File: config.mk
export PLATFORM = sky130hd
export DESIGN_NAME = cdb_scheduler
export DESIGN_NICKNAME = d
export VERILOG_FILES = /design/src/rtl/cdb_pkg.sv /design/src/rtl/cdb_pick.sv /design/src/rtl/cdb_scheduler.sv
export SDC_FILE = /design/constraint.sdc
export NUM_CORES = 1
export LEC_CHECK = 0
export CORE_UTILIZATION = 50
export DETAILED_ROUTE_END_ITERATION = 10
export PLACE_DENSITY = 0.8
export SYNTH_ARGS = -nofsm -noshare
export SYNTH_HDL_FRONTEND = slang
export SYNTH_SLANG_ARGS = --single-unit
File: constraint.sdc
create_clock -name clock -period 9.7 [get_ports clock]
set_input_delay 0.97 -clock clock [delete_from_list [all_inputs] [get_ports clock]]
set_output_delay 0.97 -clock clock [all_outputs]
set_load 0.01 [all_outputs]
File: src/rtl/cdb_pkg.sv
// Shared types and constants for the CDB scheduler and its grant selector.
package cdb_pkg;
    localparam int NUM_FU = 4;
    localparam int ROB_SZ = 8;
    localparam int TAG_W  = $clog2(ROB_SZ);
    localparam int XLEN   = 32;
    localparam int FU_W   = $clog2(NUM_FU);

    typedef enum logic [FU_W-1:0] {
        FU_ALU = 2'd0,
        FU_LD  = 2'd1,
        FU_ST  = 2'd2,
        FU_FP  = 2'd3
    } FU_IDX;

    typedef struct packed {
        logic             valid;
        logic [TAG_W-1:0] tag;
        logic [XLEN-1:0]  value;
        logic [FU_W-1:0]  fu;
    } CDB_PACKET;

    function automatic logic [FU_W:0] pend_count(input logic [NUM_FU-1:0] v);
        logic [FU_W:0] n;
        n = '0;
        for (int i = 0; i < NUM_FU; i++) begin
            n = n + {{FU_W{1'b0}}, v[i]};
        end
        return n;
    endfunction
endpackage

File: src/rtl/cdb_pick.sv
// cdb_pick: combinational one-of-N selector over the pending result buffers.
// CDB_AGE_PRIORITY_EN picks the oldest ROB tag; otherwise round-robin from rr_ptr.
module cdb_pick #(
    parameter int NUM_FU = 4,
    parameter int TAG_W  = 3,
    parameter int PTR_W  = $clog2(NUM_FU)
) (
    input  logic [NUM_FU-1:0]            pend,
    input  logic [PTR_W-1:0]             rr_ptr,
    input  logic [NUM_FU-1:0][TAG_W-1:0] tag,
    input  logic [TAG_W-1:0]             rob_head,
    output logic [NUM_FU-1:0]            grant,
    output logic [PTR_W-1:0]             grant_idx
);
    import cdb_pkg::*;

    logic             found_s;
    logic             hit_s;
    logic [PTR_W-1:0] idx_s;

`ifdef CDB_AGE_PRIORITY_EN
    logic [TAG_W-1:0] best_s;
    logic [TAG_W-1:0] age_s;
    logic             unused_s;
    assign unused_s = ^rr_ptr;

    // Smallest wrapped distance from the ROB head wins; strict compare keeps ties on the lower unit.
    always_comb begin
        found_s = 1'b0;
        hit_s   = 1'b0;
        idx_s   = '0;
        best_s  = '0;
        age_s   = '0;
        for (int i = 0; i < NUM_FU; i++) begin
            age_s   = tag[i] - rob_head;
            hit_s   = pend[i] & (~found_s | (age_s < best_s));
            best_s  = hit_s ? age_s : best_s;
            idx_s   = hit_s ? PTR_W'(i) : idx_s;
            found_s = found_s | hit_s;
        end
    end
`else
    logic [PTR_W:0]   sum_s;
    logic [PTR_W-1:0] cand_s;
    logic             unused_s;
    assign unused_s = ^{tag, rob_head};

    // Scan units starting at rr_ptr, wrapping modulo NUM_FU; first pending one wins.
    always_comb begin
        found_s = 1'b0;
        hit_s   = 1'b0;
        idx_s   = '0;
        sum_s   = '0;
        cand_s  = '0;
        for (int off = 0; off < NUM_FU; off++) begin
            sum_s   = {1'b0, rr_ptr} + (PTR_W+1)'(off);
            cand_s  = (sum_s >= (PTR_W+1)'(NUM_FU)) ? PTR_W'(sum_s - (PTR_W+1)'(NUM_FU))
                                                   : sum_s[PTR_W-1:0];
            hit_s   = pend[cand_s] & ~found_s;
            idx_s   = hit_s ? cand_s : idx_s;
            found_s = found_s | hit_s;
        end
    end
`endif

    assign grant     = found_s ? (NUM_FU'(1'b1) << idx_s) : '0;
    assign grant_idx = idx_s;
endmodule

File: src/rtl/cdb_scheduler.sv
// cdb_scheduler: one holding buffer per functional unit, one registered CDB broadcast per cycle.
// Build option CDB_AGE_PRIORITY_EN selects oldest-tag-first arbitration instead of round-robin.
module cdb_scheduler #(
    parameter int NUM_FU = 4,
    parameter int ROB_SZ = 8,
    parameter int TAG_W  = $clog2(ROB_SZ),
    parameter int XLEN   = 32
) (
    input  logic                         clock,
    input  logic                         reset,
    input  logic [NUM_FU-1:0]            fu_valid,
    input  logic [NUM_FU-1:0][TAG_W-1:0] fu_tag,
    input  logic [NUM_FU-1:0][XLEN-1:0]  fu_value,
    output logic [NUM_FU-1:0]            fu_ready,
    input  logic [TAG_W-1:0]             rob_head,
    input  logic                         squash,
    output logic                         cdb_valid,
    output logic [TAG_W-1:0]             cdb_tag,
    output logic [XLEN-1:0]              cdb_value,
    output logic [$clog2(NUM_FU)-1:0]    cdb_fu,
    output logic [15:0]                  cdb_stall_cnt
);
    import cdb_pkg::*;
    localparam int PTR_W = $clog2(NUM_FU);

    logic [NUM_FU-1:0]            pend_r;
    logic [NUM_FU-1:0][TAG_W-1:0] tag_r;
    logic [NUM_FU-1:0][XLEN-1:0]  value_r;
    logic [NUM_FU-1:0]            grant_s;
    logic [NUM_FU-1:0]            take_s;
    logic [PTR_W-1:0]             grant_idx_s;
    logic [PTR_W-1:0]             rr_ptr_s;
    logic                         any_s;
    logic                         contend_s;
    CDB_PACKET                    cdb_r;
    logic [15:0]                  stall_r;

    assign any_s     = |pend_r;
    assign contend_s = pend_count(pend_r) > 3'd1;
    // A draining buffer may refill in the same cycle, so uncontested units sustain one result per cycle.
    assign fu_ready  = {NUM_FU{~reset & ~squash}} & (~pend_r | grant_s);
    assign take_s    = fu_valid & fu_ready;

    cdb_pick #(.NUM_FU(NUM_FU), .TAG_W(TAG_W), .PTR_W(PTR_W)) u_pick (
        .pend      (pend_r),
        .rr_ptr    (rr_ptr_s),
        .tag       (tag_r),
        .rob_head  (rob_head),
        .grant     (grant_s),
        .grant_idx (grant_idx_s)
    );

`ifdef CDB_AGE_PRIORITY_EN
    assign rr_ptr_s = '0;
`else
    logic [PTR_W-1:0] rr_ptr_r;
    assign rr_ptr_s = rr_ptr_r;

    // Round-robin pointer: one past the last granted unit, restarted by squash.
    always_ff @(posedge clock or posedge reset) begin
        if (reset) begin
            rr_ptr_r <= '0;
        end else if (squash) begin
            rr_ptr_r <= '0;
        end else if (any_s) begin
            rr_ptr_r <= (grant_idx_s == PTR_W'(NUM_FU - 1)) ? '0 : grant_idx_s + PTR_W'(1);
        end
    end
`endif

    // Holding buffers and CDB packet; squash overrides both capture and broadcast.
    always_ff @(posedge clock or posedge reset) begin
        if (reset) begin
            pend_r  <= '0;
            tag_r   <= '0;
            value_r <= '0;
            cdb_r   <= '0;
        end else if (squash) begin
            pend_r      <= '0;
            cdb_r.valid <= 1'b0;
        end else begin
            for (int i = 0; i < NUM_FU; i++) begin
                if (take_s[i]) begin
                    pend_r[i]  <= 1'b1;
                    tag_r[i]   <= fu_tag[i];
                    value_r[i] <= fu_value[i];
                end else if (grant_s[i]) begin
                    pend_r[i] <= 1'b0;
                end
            end
            cdb_r.valid <= any_s;
            if (any_s) begin
                cdb_r.tag   <= tag_r[grant_idx_s];
                cdb_r.value <= value_r[grant_idx_s];
                cdb_r.fu    <= grant_idx_s;
            end
        end
    end

    // Saturating count of cycles where some pending result lost arbitration.
    always_ff @(posedge clock or posedge reset) begin
        if (reset) begin
            stall_r <= '0;
        end else if (!squash && contend_s && (stall_r != 16'hFFFF)) begin
            stall_r <= stall_r + 16'd1;
        end
    end

    assign cdb_valid     = cdb_r.valid;
    assign cdb_tag       = cdb_r.tag;
    assign cdb_value     = cdb_r.value;
    assign cdb_fu        = cdb_r.fu;
    assign cdb_stall_cnt = stall_r;
endmodule
== After elaboration in Yosys (flattened, before gate mapping) ==
Cells that the tools add are included.

* Flip-flop bits (word level): 200
* Input bits: 150
* Output and inout port bits: 58
* Logic and storage cells: 107

* Add/sub/neg operators: 12
* Order comparisons: 10
* Equality and inequality tests: 2
* Shift operators: 1
* Mux-type cells: 34
* Bitwise gates (word level): 16
* Reductions and logical operators: 14

{| class="wikitable"
|+ Operators with widths
! operator !! number
|-
| binary-select mux 32 bit (select 2 bit) || 1
|-
| two-way mux 32 bit || 1
|-
| two-way mux 2 bit || 11
|-
| adder 16 x 1 -> 16 bit (second input constant) || 1
|-
| != test 16 bit (second input constant) || 1
|-
| < comparator 2 x 3 -> 1 bit (second input constant) || 5
|-
| two-way mux 1 bit || 13
|-
| nonzero test 3 bit || 4
|-
| AND reduction 2 bit || 5
|-
| >= comparator 3 bit (second input constant) || 3
|-
| bitwise AND 4 bit || 2
|-
| binary-select mux 1 bit (select 2 bit) || 4
|-
| two-way mux 4 bit || 2
|-
| subtractor 2 x 1 -> 2 bit (second input constant) || 4
|-
| adder 2 x 2 -> 3 bit (second input constant) || 2
|-
| binary-select mux 3 bit (select 2 bit) || 1
|-
| inverter 1 bit || 5
|-
| bitwise AND 1 bit || 4
|-
| inverter 4 bit || 1
|-
| bitwise OR 4 bit || 1
|-
| OR reduction 4 bit || 1
|-
| left shift 1 x 2 -> 4 bit (first input constant) || 1
|-
| adder 2 x 1 -> 3 bit || 1
|-
| adder 2 x 1 -> 3 bit (second input constant) || 1
|-
| 11 further kinds || 14
|}

== Longest topological paths before layout ==
Gate-level depths: netlist of run 1.

* Depth after elaboration: 20
* Depth in mapped cells: 10
* Gate-level depth less buffers: 7

== Hierarchy ==
From an unflattened synthesis of run 1, not the netlist that was laid out.

* Cell total of the unflattened synthesis: 550
* Area total of the unflattened synthesis: 8702.1 um^2

{| class="wikitable"
|+ By module, submodules not included
! module !! instances !! cells each !! area each (um^2) !! seq. area each (um^2)
|-
| cdb_scheduler || 1 || 520 || 8516.9 || 5004.8
|-
| cdb_pick || 1 || 30 || 185.2 || 0.0
|}

== Worst setup path before layout of run 1 ==
Ideal clock, no wire load.

* Path type: input port to output port
* From: input port reset
* To: output port fu_ready[1]
* Data arrival time: 1496 ps
* Data required time: 8730 ps
* Slack: 7234 ps
* Stages: 2
* Buffers on the path: 0
* Path through: nor2_1 a21boi_1

* Word-level cells in the longest chain between the ends: 3

{| class="wikitable"
|+ Ends and longest elaborated chain
! item !! line !! source
|-
| from (decl) || cdb_scheduler.sv:10 || <nowiki>input logic reset,</nowiki>
|-
| inverter 1 bit || cdb_scheduler.sv:41 || <nowiki>assign fu_ready = {NUM_FU{~reset & ~squash}} & (~pend_r | grant_s);</nowiki>
|-
| bitwise AND 1 bit || cdb_scheduler.sv:41 ||
|-
| bitwise AND 4 bit || cdb_scheduler.sv:41 ||
|-
| to (decl) || cdb_scheduler.sv:14 || <nowiki>output logic [NUM_FU-1:0] fu_ready,</nowiki>
|}

Every way passes these cells.

== Worst setup path in the final report of run 1 ==
* From: input port squash
* To: register cdb_r, in the netlist cdb_value[5]

* Word-level cells in the longest chain between the ends: 2

{| class="wikitable"
|+ Ends and longest elaborated chain
! item !! line !! source
|-
| from (decl) || cdb_scheduler.sv:16 || <nowiki>input logic squash,</nowiki>
|-
| inverter 1 bit (no source line) || n/a ||
|-
| AND reduction 2 bit (no source line) || n/a ||
|-
| to (decl) || cdb_scheduler.sv:35 || <nowiki>CDB_PACKET cdb_r;</nowiki>
|}

Every way passes these cells.
A chain may end at the register's enable or synchronous reset.

==> results of run 1 <==
==> worst max path at each step <==
stage                               end  cells past startpoint  slack (ns)  startpoint
after CTS                  cdb_value[5]                      7        5.79      squash
after detailed placement  cdb_value[14]                      7        5.35      squash
final                      cdb_value[5]                      7        5.81      squash
after global placement    cdb_value[12]                      7        5.43      squash
after floorplan               cdb_fu[0]                      1        3.28       reset
after global routing         cdb_tag[2]                      7        5.54      squash
==> metal layers <==
layer	wire length [um]	share of wire (%)
met4	459	2.1
met5	0	0
met3	1490	6.7
met1	9770	44
met2	10600	48
==> kinds of logic after synthesis <==
logic type | share of synthesized area (%)
flip-flops | 54.9
AND/OR/NAND/NOR | 5.57
XOR/XNOR | 1.44
multiplexers | 18.6
adder cells (fa/ha/maj) | 0.494
AO/OA/AOI/OAI | 14.9
buffers and inverters | 4.14
==> sequential cells by signal, indices dropped and copies added, names as in the netlist <==
signal and flops:
cdb_tag 3, rr_ptr_r 2, tag_r 12, cdb_valid 1
cdb_fu 2, value_r 128, pend_r 4, cdb_value 32
cdb_stall_cnt 16
==> power groups by stage <==
stage	registers, mW	logic, mW	clock network [mW]
3_5_place_dp	1.16	0.532	0
3_3_place_gp	1.15	0.517	0
2_1_floorplan	1.15	0.269	0
6_report	1.15	0.529	0.734
4_1_cts	1.15	0.536	0.747
5_1_grt	1.17	0.574	0.778
==> metrics by stage <==
| stage | power [mW] | instance area (um^2) | setup WS (ns) |
|---|---|---|---|
| 2_1_floorplan | 1.42 | 9120 | 3.28 |
| 3_3_place_gp | 1.67 | 11200 | 5.43 |
| 3_5_place_dp | 1.69 | 11200 | 5.35 |
| 4_1_cts | 2.43 | 11800 | 5.79 |
| 5_1_grt | 2.53 | 11800 | 5.54 |
| 6_report | 2.41 | 11800 | 5.81 |
==> cells in the mapped netlist (4+ instances only) <==
master	number
o21ai_0	10
mux2_2	25
and2_1	4
buf_2	23
inv_1	8
mux2_1	87
buf_6	11
clkbuf_1	16
nor2_1	10
a21oi_1	7
buf_4	6
xnor2_1	13
o2111ai_1	70
o21ai_1	32
nand4_1	7
nand3_1	40
a221o_1	36
nand2_1	12
dfrtp_1	200
mux2_4	29
==> layout make-up <==
class / count / share of cell area [%]
clock inverters: 15 / 1.54
multi-input cells: 421 / 31.9
flip-flops and latches: 200 / 42.4
repair buffers: 211 / 17.7
well taps: 229 / 2.43
inverters: 9 / 0.361
clock buffers: 17 / 3.61
==> worst reg2reg max path: stages, from the launching register on <==
cell and delay [ns]:
dfrtp_1 0.53, inv_1 0.18, ha_1 0.16, or3b_4 0.41, nand2_2 0.68, clkinv_2 0.80
buf_4 0.57, o2111ai_1 0.31, nand3_1 0.11
==> out/results.txt, run 1 <==
Status: completed
RSZ-0062 raised after global routing: false
Layout cell share with drive strength beyond 1: 12.9%
Total negative slack: 0 ns
Fin. max-slew vios: 0
Vias/cell: 5.96
Post-Route Hold Slack: 0.483 ns
Hold path startpoint: cdb_fu[1]
Worst path max stage delay: 0.78 ns
Vias: 6569
Crit. End Element: register
Critical Path RT: 10.00 ns
CTS max path bufs: 2
Final #Nets: 1013
Post-synthesis async set-or-reset flop share: 100%
Total global-route track usage: 24.7%
Clk_skew: 0.0180 ns
Post-route ant nets: 0
Core area: 0.0179 mm^2
Cell Chain, Critical Path: clkdlybuf4s50_1 -> inv_1 -> nand2_2 -> clkinv_2 -> buf_4 -> o2111ai_1 -> nand3_1
Drt initial violations: 444
Met3 Use GR: 6.19%
Post-synth cell types: 51
Row cnt: 49
Min cycle time layout: 3.89 ns
I/O pin cnt: 208
CTS sink cnt: 200
RR Startpoint: pend_r[0]
IO Port Bufs: 204
Setup violations, final: 0
CP max FO: 62
Synth top area share: 54.9%
Root Buffer: clkbuf_16
Measured slew at the worst slew-check pin: 1.02 ns
WL/cell: 20.3 um
Slowest CP cell: clkinv_2
CP Launch Type: input pin
Max_slew headroom: 32.3%
FF+latch area: 0.00500 mm^2
Final hold vios: 0
Combinational power share: 21.9%
Placer Congestion: 0.812
# fillers: 1348
Initial antenna violation count: 0
GR met1 Demand/Resource: 32.9%
HPWL after detailed placement: 14.4 mm
Worst Path Arrival: 4.19 ns
Mean post-synth cell area: 13.3 um^2
Yosys warnings: 0
Synth area leader: dfrtp_1
CTS Hold Bufs: 0
Max Clk Rate: 257 MHz
PD cells: 204 mW/mm^2
Met2 Track Usage GR: 39.5%
Htree depth: 4
Sequential fraction of the synthesis area: 54.9%
Multi-input logic area: 0.00376 mm^2
Number of synthesized register bits: 200
Pin count of the biggest net entering global routing: 130
Switching power: 0.706 mW
Most common cell after layout, fill and taps aside: clkdlybuf4s50_1
Initial Util: 51.0%
First-pass GRT wire length: 35.0 mm
Die area: 0.0188 mm^2
1st-pass router iterations: 5
Synth-to-layout area growth: 29.4%
Sw frac: 29.3%
Final period util: 40.1%
GR Overflow Total: 0
CTS tree: yes
Clock Latency Late Sink: 0.44 ns
CP Class: in2reg
Worst Hold Depth: 2
Chip width: 137 um
Cells resized by post-CTS repair: 0
Mapped Nets: 839
Area of the mapped netlist: 0.00912 mm^2
Power Internal: 1.71 mW
RR Endpoint: cdb_value[5]
Leakage: 4.80 nW
Top cells by area, synth: dfrtp_1 (55%), mux2_1 (11%), o2111ai_1 (6.7%)
GRT busiest layer: met2
Max VDD drop: 0.000159 V
Flop pwr share: 47.6%
Post-route insts no fill: 1102
Vias in the first global route: 6529
Ant. Diodes: 0
Cells after DPL: 1070
DRT Wirelength: 22.4 mm
Most frequent cells in the layout: clkdlybuf4s50_1 (204), dfrtp_1 (200), mux2_1 (87), o2111ai_1 (70), nand3_1 (40)
End of the worst hold path: cdb_fu[1]
R2R depth: 8
Top_reg_cell synth: dfrtp_1
CP delay by family, top: buffers and inverters
Post-synth EDFFs: 0
Post-CTS setup buffer count: 0
Core Util, Final: 65.9%
Reg2reg setup slack: 5.85 ns
CP Buf/Inv Count: 4
Clock transition at path regs: 0.07 ns
Max_cap viols: 0
Hold WC Path Type: reg2reg
Post-route DRC: 0
Post-Syn Instances: 686
Clock buffer count from CTS: 17
Die Ht: 137 um
Clock share of power: 30.4%
(Power assumes the default switching activity.)
==> run 2, diff against run 1 <==
Clock period 9.7 ns to 3.85 ns, I/O delays scaled along.
==> out/results.txt, run 2 (synthesized netlist as in run 1, its figures left out) <==
Most frequent cells in the layout: clkdlybuf4s50_1 (204), dfrtp_1 (200), mux2_1 (87), o2111ai_1 (70), nand3_1 (40)
Placer Congestion: 0.877 (+8.0%)
Row cnt: 49 (unchanged)
RSZ-0062 raised after global routing: false
Combinational power share: 22.4% (+0.5 points)
Leakage: 4.84 nW (+0.83%)
Final #Nets: 1021 (+0.79%)
Clock buffer count from CTS: 17 (unchanged)
Htree depth: 4 (unchanged)
Post-route insts no fill: 1110 (+0.73%)
Initial antenna violation count: 1 (+1)
Hold WC Path Type: reg2reg
Ant. Diodes: 0 (unchanged)
Most common cell after layout, fill and taps aside: clkdlybuf4s50_1
Setup violations, final: 0 (unchanged)
GR Overflow Total: 0 (unchanged)
Pin count of the biggest net entering global routing: 64 (-51%)
CTS Hold Bufs: 0 (unchanged)
Die area: 0.0188 mm^2 (unchanged)
DRT Wirelength: 23.3 mm (+4.3%)
Core area: 0.0179 mm^2 (unchanged)
Worst slack at placement: 0.960 ns (-4.39 ns)
Critical Path RT: 4.15 ns (-5.85 ns)
Max_cap viols: 0 (unchanged)
CTS sink cnt: 200 (unchanged)
Fin. max-slew vios: 0 (unchanged)
Status: completed
Total global-route track usage: 26.2% (+1.5 points)
Post-route DRC: 0 (unchanged)
Max FFs per register: 128 (unchanged)
Largest register by flop count: value_r
CTS max path bufs: 2 (unchanged)
Clk_skew: 0.00837 ns (-0.00962 ns)
Clock Latency Late Sink: 0.44 ns (about the same)
CP Class: reg2reg
Chip width: 137 um (unchanged)
Initial Util: 51.0% (unchanged)
Vias/cell: 6.10 (+2.4%)
Die Ht: 137 um (unchanged)
Cells resized by post-CTS repair: 0 (unchanged)
CP Launch Type: register
Max Clk Rate: 345 MHz
Drt initial violations: 359 (-19%)
Max_slew headroom: 30.2% (-2.0 points)
Measured slew at the worst slew-check pin: 1.04 ns (+0.0285 ns)
PD cells: 507 mW/mm^2 (+150%)
First-pass GRT wire length: 37.1 mm (+5.9%)
I/O pin cnt: 208 (unchanged)
Crit. End Element: register
# fillers: 1348 (unchanged)
Switching power: 1.76 mW (+150%)
Post-CTS setup buffer count: 0 (unchanged)
Vias in the first global route: 6956 (+6.5%)
Post-Route Hold Slack: 0.488 ns (+0.00572 ns)
Core Util, Final: 66.5% (+0.60 points)
Total negative slack: 0 ns (unchanged)
Setup ws final: 0.949 ns (-4.86 ns)
Vias: 6774 (+3.1%)
Clock share of power: 29.5% (-0.9 points)
Flop pwr share: 48.1% (+0.5 points)
Sw frac: 29.1% (-0.19 points)
Post-route ant nets: 0 (unchanged)
Max VDD drop: 0.000339 V (+110%)
Post-route cell area: 0.0119 mm^2 (+0.91%)
Synth-to-layout area growth: 30.5%
HPWL after detailed placement: 15.3 mm (+6.4%)
CTS tree: yes
Final hold vios: 0 (unchanged)
CP max FO: 52 (-16%)
Cells after DPL: 1078 (+0.75%)
IO Port Bufs: 204 (unchanged)
1st-pass router iterations: 4 (-1)
Min cycle time layout: 2.90 ns
WL/cell: 21.0 um (+3.5%)
Root Buffer: clkbuf_16
Layout cell share with drive strength beyond 1: 13.6% (+0.68 points)
Clock transition at path regs: 0.07 ns (about the same)
Overall power: 6.04 mW (+150%)
Final period util: 75.4%
Worst Path Arrival: 3.20 ns (-0.99 ns)
Post-DP Area: 0.0113 mm^2 (+1.2%)
Power Internal: 4.28 mW (+150%)
## run 2: cell count changes in the layout (fill, tap and decap cells not counted)
cell        previous run  this run
clkbuf_8               0         3
clkinvlp_4             1         4
clkinv_8               1         0
clkinv_4               3         2
buf_4                  7         9
clkbuf_1               0         1
inv_8                  3         1
buf_12                 0         6
inv_6                  5         3
bufinv_16              2         1
## run 2: layout make-up
type,count,area (um^2),share of cell area [%]
Sequential cell,200,5000,42.0
Timing Repair Buffer,219,2230,18.7
Inverter,9,38.8,0.326
Clock buffer,21,470,3.95
Tap cell,229,287,2.41
Multi-Input combinational cell,421,3760,31.6
Clock inverter,11,113,0.946
## run 2: final timing paths
path,from,to,slack [ns],depth (start not counted)
worst max-delay path,pend_r[0],cdb_tag[0],0.95,8
worst min-delay path,value_r[78],value_r[78],0.49,1
worst max register to register,pend_r[0],cdb_tag[0],0.95,8
worst min register to register,value_r[78],value_r[78],0.49,1
max in group asynchronous,reset,value_r[109],2.40,3
min in group asynchronous,reset,value_r[68],0.63,2
## run 2: layer usage
layer / track usage, % / vias up / share of wire (%)
met5: 0 / - / 0.056
met4: 7.08 / 2 / 1.1
met3: 8.74 / 24 / 7.6
met2: 42.7 / 239 / 48
met1: 33.4 / 3495 / 43
li1: - / 3014 / -
## run 2: critical path: stages (launching register included)
cell	delay [ns]
dfrtp_1	0.53
inv_1	0.18
ha_1	0.15
or3b_4	0.40
nand2_2	0.10
clkinv_2	0.52
buf_4	0.50
o2111ai_1	0.25
nand3_1	0.12
## run 2: power by group through the flow
| stage | logic, mW | registers [mW] | clock network (mW) |
|---|---|---|---|
| 2_1_floorplan | 0.679 | 2.90 | 0 |
| 3_3_place_gp | 1.32 | 2.91 | 0 |
| 3_5_place_dp | 1.36 | 2.93 | 0 |
| 4_1_cts | 1.37 | 2.90 | 1.81 |
| 5_1_grt | 1.47 | 2.96 | 1.88 |
| 6_report | 1.35 | 2.91 | 1.78 |
==> run 3, diff against run 2 <==
Clock period 3.85 ns to 2.8 ns, I/O delays scaled along.
==> out/results.txt, run 3 (synthesized netlist as in run 1, its figures left out) <==
I/O pin cnt: 208 (unchanged)
Ant. Diodes: 0 (unchanged)
CTS sink cnt: 200 (unchanged)
Max VDD drop: 0.000455 V (+34%)
Pin count of the biggest net entering global routing: 67 (+4.7%)
Status: completed
WL/cell: 20.5 um (-2.5%)
CP max FO: 15 (-71%)
Initial Util: 51.0% (unchanged)
Setup violations, final: 0 (unchanged)
DRT Wirelength: 23.0 mm (-1.6%)
Total global-route track usage: 25.8% (-0.45 points)
Highest metal used: met4
Post-route DRC: 0 (unchanged)
PD cells: 707 mW/mm^2 (+39%)
Hold WC Path Type: in2async
CTS tree: yes
Layout cell share with drive strength beyond 1: 14.7% (+1.1 points)
Htree depth: 4 (unchanged)
HPWL after detailed placement: 15.4 mm (+0.66%)
Most common cell after layout, fill and taps aside: clkdlybuf4s50_1
Placer Congestion: 0.834 (-4.9%)
RSZ-0062 raised after global routing: false
CTS max path bufs: 2 (unchanged)
Initial antenna violation count: 1 (unchanged)
Clock Latency Late Sink: 0.43 ns (about the same)
Combinational power share: 22.1% (-0.3 points)
Final period util: 89.3%
Max_slew headroom: 43.1% (+13 points)
Final #Nets: 1031 (+0.98%)
Worst slack at placement: 0.393 ns (-0.567 ns)
Clock transition at path regs: 0.07 ns (about the same)
# fillers: 1295 (-3.9%)
Leakage: 4.93 nW (+2.0%)
Max Clk Rate: 400 MHz
CP Launch Type: register
Die Ht: 137 um (unchanged)
Vias in the first global route: 6894 (-0.89%)
Vias: 6701 (-1.1%)
Setup ws final: 0.299 ns (-0.650 ns)
Crit. End Element: primary output
Max_cap viols: 0 (unchanged)
Fin. max-slew vios: 0 (unchanged)
Die area: 0.0188 mm^2 (unchanged)
Core area: 0.0179 mm^2 (unchanged)
Vias/cell: 5.98 (-2.0%)
Cells resized by post-CTS repair: 0 (unchanged)
Post-CTS setup buffer count: 0 (unchanged)
DRT met1 WL: 9.66 mm (-3.3%)
CTS Hold Bufs: 0 (unchanged)
GR Overflow Total: 0 (unchanged)
Critical Path RT: 2.52 ns (-1.63 ns)
First-pass GRT wire length: 36.4 mm (-1.8%)
Min cycle time layout: 2.50 ns
Clk_skew: 0.00818 ns (-0.000194 ns)
Worst Path Arrival: 2.22 ns (-0.98 ns)
Final hold vios: 0 (unchanged)
Power Internal: 6.11 mW (+43%)
Clock share of power: 31.2% (+1.7 points)
Max FFs per register: 128 (unchanged)
IO Port Bufs: 204 (unchanged)
Clock buffer count from CTS: 17 (unchanged)
Measured slew at the worst slew-check pin: 0.853 ns (-0.191 ns)
Switching power: 2.42 mW (+38%)
Overall power: 8.53 mW (+41%)
Post-route ant nets: 0 (unchanged)
Most frequent cells in the layout: clkdlybuf4s50_1 (204), dfrtp_1 (200), mux2_1 (87), o2111ai_1 (70), nand3_1 (40)
Sw frac: 28.4% (-0.69 points)
Flop pwr share: 46.8% (-1.3 points)
Largest register by flop count: value_r
Row cnt: 49 (unchanged)
DR WL met3: 1.84 mm (+3.0%)
Root Buffer: clkbuf_16
Total negative slack: 0 ns (unchanged)
Synth-to-layout area growth: 32.4%
Met2 wire length: 11.0 mm (-2.4%)
Drt initial violations: 463 (+29%)
CP Class: reg2out
Chip width: 137 um (unchanged)
1st-pass router iterations: 5 (+1)
==> run 3: area by class of cell <==
cell class | count | area, um^2 | area share (%)
sequential | 200 | 5000 | 41.4
clock inverter | 15 | 213 | 1.76
tap | 229 | 287 | 2.37
clock buffer | 17 | 425 | 3.52
inverter | 9 | 38.8 | 0.321
multi-input combinational | 421 | 3760 | 31.2
timing repair buffer | 229 | 2340 | 19.4
==> run 3: path summary, 6_finish.rpt <==
path	startpoint	end	slack (ns)	depth (start not counted)
max reg2reg	rr_ptr_r[1]	cdb_value[26]	0.36	5
max	rr_ptr_r[1]	fu_ready[3]	0.30	5
min	reset	tag_r[9]	0.39	2
min reg2reg	value_r[75]	value_r[75]	0.49	1
max in group asynchronous	reset	value_r[17]	1.74	3
min in group clock	fu_value[111]	value_r[111]	0.43	2
==> run 3: per-layer routing <==
metal  vias up  global-route usage (%)
li1       3032                       -
met1      3395                    33.2
met2       235                    41.2
met3        39                    8.07
met4         0                    8.49
met5         -                       0
==> run 3: per-stage QoR <==
stage	hold slack [ns]	utilization, %	instance area, um^2	std cells
6_report	0.391	67.5	12100	1120
2_1_floorplan	0.347	-	9130	686
3_5_place_dp	0.475	63.9	11400	1088
3_3_place_gp	0.468	63.9	11400	1088
4_1_cts	0.397	67.5	12100	1120
5_1_grt	0.426	67.5	12100	1120
==> run 3: critical path, stage by stage, from the launching register on <==
cell and delay [ns]:
dfrtp_1 0.63, nand2b_1 0.19, a21oi_1 0.09, o21ai_2 0.17, and2_1 0.17, clkdlybuf4s50_1 0.54
==> run 3: power by group through the flow <==
stage                     sequential (mW)  clock, mW  combinational, mW
after floorplan                      3.99          0              0.933
after global placement               4.00          0               1.84
after detailed placement             4.03          0               1.90
after CTS                            3.98       2.70               1.90
after global routing                 4.07       2.83               2.05
final                                3.99       2.66               1.88
